===== config.mk =====
export PLATFORM = sky130hd
export DESIGN_NAME = shift_sequencer
export DESIGN_NICKNAME = d
export VERILOG_FILES = /design/src/rtl/shift_sequencer.sv
export SDC_FILE = /design/constraint.sdc
export NUM_CORES = 1
export LEC_CHECK = 0
export BUFFER_PORTS_ARGS = -buffer_cell sky130_fd_sc_hd__buf_2
export CORE_ASPECT_RATIO = 1.75
export CORE_MARGIN = 2
export CORE_UTILIZATION = 29
export CTS_CLUSTER_SIZE = 25
export DETAILED_ROUTE_END_ITERATION = 6
export GPL_TIMING_DRIVEN = 1
export PLACE_DENSITY = 0.54
export SYNTH_ARGS = -nofsm -noshare
export SYNTH_HDL_FRONTEND = slang
export SYNTH_SLANG_ARGS = --single-unit

===== constraint.sdc =====
create_clock -name clk -period 2.88 [get_ports clk]
set_input_delay 0.576 -clock clk [delete_from_list [all_inputs] [get_ports clk]]
set_output_delay 0.576 -clock clk [all_outputs]
set_load 0.02 [all_outputs]

===== src/rtl/shift_sequencer.sv =====
// Command-driven sequencer for an external W-bit parallel/serial shift register.
// Each command parallel-loads a value and then shifts it a given number of times.
// The shift can be logical, arithmetic, rotate or external-serial fill, in either direction.
// Rotate and sign-extension fill bits come back from the register's own output bus.
module shift_sequencer #(
    parameter int W  = 8,
    parameter int AW = 3
) (
    input  logic          clk,
    input  logic          rst,
    input  logic          start,
    input  logic [W-1:0]  cmd_data,
    input  logic [AW-1:0] cmd_amount,
    input  logic          cmd_dir,
    input  logic [1:0]    cmd_mode,
    input  logic          ser_in,
    input  logic [W-1:0]  sr_q,
    output logic [W-1:0]  sr_a,
    output logic          sr_psselect,
    output logic          sr_rlselect,
    output logic          sr_sileft,
    output logic          sr_siright,
    output logic          sr_enb,
    output logic          busy,
    output logic          done,
    output logic [W-1:0]  result
);

    typedef enum logic [1:0] {
        IDLE  = 2'd0,
        LOAD  = 2'd1,
        SHIFT = 2'd2,
        DONE  = 2'd3
    } state_t;

    localparam logic [1:0] MODE_LOGICAL = 2'b00;
    localparam logic [1:0] MODE_ARITH   = 2'b01;
    localparam logic [1:0] MODE_ROTATE  = 2'b10;

    state_t        state;
    state_t        state_nxt;
    logic [W-1:0]  data_r;
    logic [AW-1:0] amount_r;
    logic [AW-1:0] count_r;
    logic          dir_r;
    logic [1:0]    mode_r;
    logic          fill_right;
    logic          fill_left;

    // State register, command capture in IDLE and the shift down-counter
    always_ff @(posedge clk) begin
        if (rst) begin
            state    <= IDLE;
            data_r   <= '0;
            amount_r <= '0;
            count_r  <= '0;
            dir_r    <= 1'b0;
            mode_r   <= 2'b00;
        end else begin
            state <= state_nxt;
            case (state)
                IDLE: begin
                    if (start) begin
                        data_r   <= cmd_data;
                        amount_r <= cmd_amount;
                        dir_r    <= cmd_dir;
                        mode_r   <= cmd_mode;
                    end
                end
                LOAD:    count_r <= amount_r;
                SHIFT:   count_r <= count_r - AW'(1);
                default: count_r <= count_r;
            endcase
        end
    end

    // Next-state decode; a zero amount skips SHIFT entirely
    always_comb begin
        state_nxt = state;
        case (state)
            IDLE:    if (start) state_nxt = LOAD;
            LOAD:    state_nxt = (amount_r != '0) ? SHIFT : DONE;
            SHIFT:   if (count_r == AW'(1)) state_nxt = DONE;
            DONE:    state_nxt = IDLE;
            default: state_nxt = IDLE;
        endcase
    end

    // Fill bit selection closes the rotate and sign-extension loop through sr_q
    always_comb begin
        fill_right = 1'b0;
        fill_left  = 1'b0;
        case (mode_r)
            MODE_LOGICAL: begin
                fill_right = 1'b0;
                fill_left  = 1'b0;
            end
            MODE_ARITH: begin
                fill_right = sr_q[W-1];
                fill_left  = 1'b0;
            end
            MODE_ROTATE: begin
                fill_right = sr_q[0];
                fill_left  = sr_q[W-1];
            end
            default: begin
                fill_right = ser_in;
                fill_left  = ser_in;
            end
        endcase
    end

    // Moore control outputs from the registered state and command fields
    always_comb begin
        sr_a        = '0;
        sr_psselect = 1'b0;
        sr_rlselect = 1'b0;
        sr_sileft   = 1'b0;
        sr_siright  = 1'b0;
        sr_enb      = 1'b0;
        busy        = 1'b0;
        done        = 1'b0;
        case (state)
            LOAD: begin
                sr_enb      = 1'b1;
                sr_psselect = 1'b1;
                sr_a        = data_r;
                busy        = 1'b1;
            end
            SHIFT: begin
                sr_enb      = 1'b1;
                sr_rlselect = dir_r;
                busy        = 1'b1;
                if (dir_r) begin
                    sr_sileft = fill_right;
                end else begin
                    sr_siright = fill_left;
                end
            end
            DONE: begin
                busy = 1'b1;
                done = 1'b1;
            end
            default: begin
                busy = 1'b0;
            end
        endcase
    end

    assign result = sr_q;

endmodule

==> flow_metrics.py <==
metrics = {
    "clocking": {
        "numCtsBuffers": 3,
        "cts_buffer_depth": 2,
        "cts_setup_buffers": 0,
        "holdBufCountCts": 0,
        "cts_tree": "yes",
        "clk_pin_slew_ps": 70,
        "h-tree-depth": 1,
        "clkSinkCount": 19,
        "clk_latency_ps": 250,
        "ctsResizeCount": 0,
        "root_buffer": "clkbuf_8",
    },
    "pwr": {
        "p_int_uw": 589,
        "leakage_nw": 0.565,
        "ir_drop_mv": 0.277,
        "swShare_pct": 39.4,
        "power_frac_clock_pct": 18.5,
        "seqPwrFrac_pct": 37.1,
        "p_sw_uw": 382,
        "combPwrFrac_pct": 44.4,
        "power-per-cell-area_nw_per_um2": 790,
    },
    "drt": {
        "routed_wl_mm": 2.22,
        "ant_nets": 0,
        "drt_iter0_drc": 20,
        "drc_errors": 0,
        "wl_per_cell_um": 11.2,
        "viasPerCell": 4.49,
        "num_vias": 893,
        "first_pass_iters": 4,
    },
    "finish": {
        "layout_commonest_cell": "buf_2",
        "nets": 188,
        "seqCellArea_um2": 380,
        "multi_input_area_um2": 539,
        "nFillCells": 376,
        "area_delta_synth_final_pct": 19.0,
        "antenna_cells": 0,
        "layout-drive-gt1-share_pct": 29.9,
        "fin_util_pct": 36.2,
        "final_cells": 199,
        "final_cell_mix": "buf_2 (36), nand2_1 (33), dfxtp_1 (19)",
    },
    "placed_design": {
        "port_buffers": 36,
        "place.gp.congestion": 0.755,
        "dp_cells": 195,
        "dpl.hpwl_mm": 1.74,
        "pre_cts_slack_ps": 926,
    },
    "die": {
        "dieArea_um2": 4070,
        "ios": 49,
        "fp.dieW_um": 49.1,
        "coreArea_um2": 3400,
        "row_count": 28,
        "initial_core_util_pct": 30.4,
        "fp.dieH_um": 82.9,
    },
    "critical_path": {
        "cpMostUsedCell": "and2_1",
        "crit_type": "flip-flop to primary output",
        "critPathArrivalTime_ps": 1600,
        "slowest_delay_ps": 400,
        "path_max_fanout": 8,
        "crit_slowest_cell": "ha_1",
        "endpoint_kind": "primary output",
        "path_cells": "inv_1, ha_1, and2_1, and2_1, buf_2",
        "cpLargestDelayFamily": "adder cells",
        "r2r-start": "state[1]$_SDFFE_PP0P_",
        "crit_buf_inv": 2,
        "start_kind": "flip-flop",
        "crit_required_ps": 2300,
        "cp-startpoint": "state[0]$_SDFFE_PP0P_",
    },
    "synth": {
        "ys_ff_latch": 19,
        "yosysSeqAreaShare_pct": 36.8,
        "avgSynthCellArea_um2": 8.13,
        "muxShareOfSynthArea_pct": 4.97,
        "synthAdderAreaFrac_pct": 8.48,
        "synth_compound_area_share_pct": 16.0,
        "netlist_area_um2": 1030,
        "synthXorXnorAreaFrac_pct": 0,
        "synth_nets": 160,
        "synth_warnings": 0,
        "synth-simple-area-share_pct": 22.8,
        "ys_types": 24,
        "synth_top_family_by_area": "simple AND/OR/NAND/NOR gates",
        "syn_inst": 127,
    },
    "grt": {
        "grt_pass1_vias": 881,
        "grt-ovfl-total": 0,
        "grt_first_pass_wirelength_mm": 3.86,
        "grt_max_degree": 20,
        "grt.total_usage_pct": 11.9,
        "antenna_found_initial": 0,
    },
    "sta": {
        "finalSetupViolCount": 0,
        "setup_ws_ps": 701,
        "setup_tns_ps": 0,
        "hold_slack_ps": 450,
        "skew_ps": 0.810,
        "period_minus_slack_ps": 2180,
        "worst_pin_slew_ps": 458,
        "slew_viol_final": 0,
        "post-route-period-util_pct": 75.7,
        "rsz0062_at_grt": "no",
        "fmax_mhz": 459,
        "slew_headroom_pct": 69.4,
        "hold_violations": 0,
    },
    "worst_hold_path": {
        "hold_class": "flip-flop to flip-flop",
        "hold_start": "data_r[6]$_SDFFE_PP0P_",
    },
    "flow_run": {
        "maxCapViolCount": 0,
    },
    "status": {
        "outcome": "finished clean",
    },
}
flip-flops by register name (all words and copies together), names as in the netlist:
signal,flops
mode_r,2
state,2
dir_r,1
data_r,8
amount_r,3
count_r,3
power groups by stage:
| stage | Combinational, mW | Clock, mW | Sequential (mW) |
|---|---|---|---|
| floorplan | 0.354 | 0 | 0.357 |
| global route | 0.484 | 0.204 | 0.370 |
| global placement | 0.426 | 0 | 0.363 |
| detailed placement | 0.439 | 0 | 0.366 |
| CTS | 0.440 | 0.189 | 0.360 |
| finish | 0.431 | 0.180 | 0.360 |
Yosys cell counts:
| library cell | instances | area share, % |
|---|---|---|
| dfxtp_1 | 19 | 37 |
| buf_4 | 9 | 6.5 |
| buf_1 | 1 | 0.36 |
| nor3_1 | 1 | 0.48 |
| inv_1 | 7 | 2.5 |
| and2_1 | 10 | 6.1 |
| nor2_1 | 6 | 2.2 |
| ha_1 | 7 | 8.5 |
| nand2b_4 | 1 | 1.3 |
| mux2i_1 | 4 | 3.9 |
| clkbuf_2 | 2 | 0.97 |
| o22ai_1 | 1 | 0.61 |
| mux2_2 | 1 | 1.1 |
| o21ai_2 | 1 | 0.85 |
| o21ai_0 | 2 | 0.97 |
| a21oi_1 | 15 | 7.3 |
| a2bb2oi_4 | 1 | 2.5 |
| nand2_1 | 33 | 12 |
| and2_2 | 1 | 0.73 |
| a211oi_1 | 1 | 0.73 |
| a311oi_1 | 1 | 0.85 |
| buf_2 | 1 | 0.48 |
| a221oi_2 | 1 | 1.5 |
| a22oi_1 | 1 | 0.73 |
worst register-to-register path: stages (launching register included):
cell and delay [ps]:
dfxtp_1 410, inv_1 110, ha_1 210, inv_1 120
a2bb2oi_4 210, o21ai_2 80, a221oi_2 260
area by class of cell:
class | count | area share, %
inverters | 7 | 2.14
repair buffers | 36 | 14.7
flip-flops and latches | 19 | 31.0
clock inverters | 1 | 0.407
clock buffers | 3 | 3.36
multi-input cells | 88 | 43.9
well taps | 45 | 4.58
routing by layer:
layer | global-route usage (%) | wire (µm) | vias up
li1 | - | - | 459
met1 | 11.4 | 845 | 407
met2 | 22.5 | 1230 | 25
met3 | 3.06 | 122 | 2
met4 | 5.71 | 26 | 0
met5 | 0 | 0 | -
through the flow:
step	cell area [µm²]	total power, mW
2_1_floorplan	1030	0.710
3_3_place_gp	1180	0.789
3_5_place_dp	1180	0.806
4_1_cts	1230	0.989
5_1_grt	1230	1.06
6_report	1230	0.971
final timing paths:
check | end | depth (start not counted) | slack [ps]
setup / recovery | sr_sileft | 5 | 700
hold / removal | data_r[6]$_SDFFE_PP0P_ | 2 | 450
setup reg to reg | state[0]$_SDFFE_PP0P_ | 6 | 1390
hold reg to reg | data_r[6]$_SDFFE_PP0P_ | 2 | 450
logic make-up after synthesis:
logic type	Yosys count
multiplexers	5
AO/OA/AOI/OAI	24
flip-flops	19
buffers and inverters	20
adder cells (fa/ha/maj)	7
AND/OR/NAND/NOR	52
Note: power is estimated with default switching activity, not from simulation.
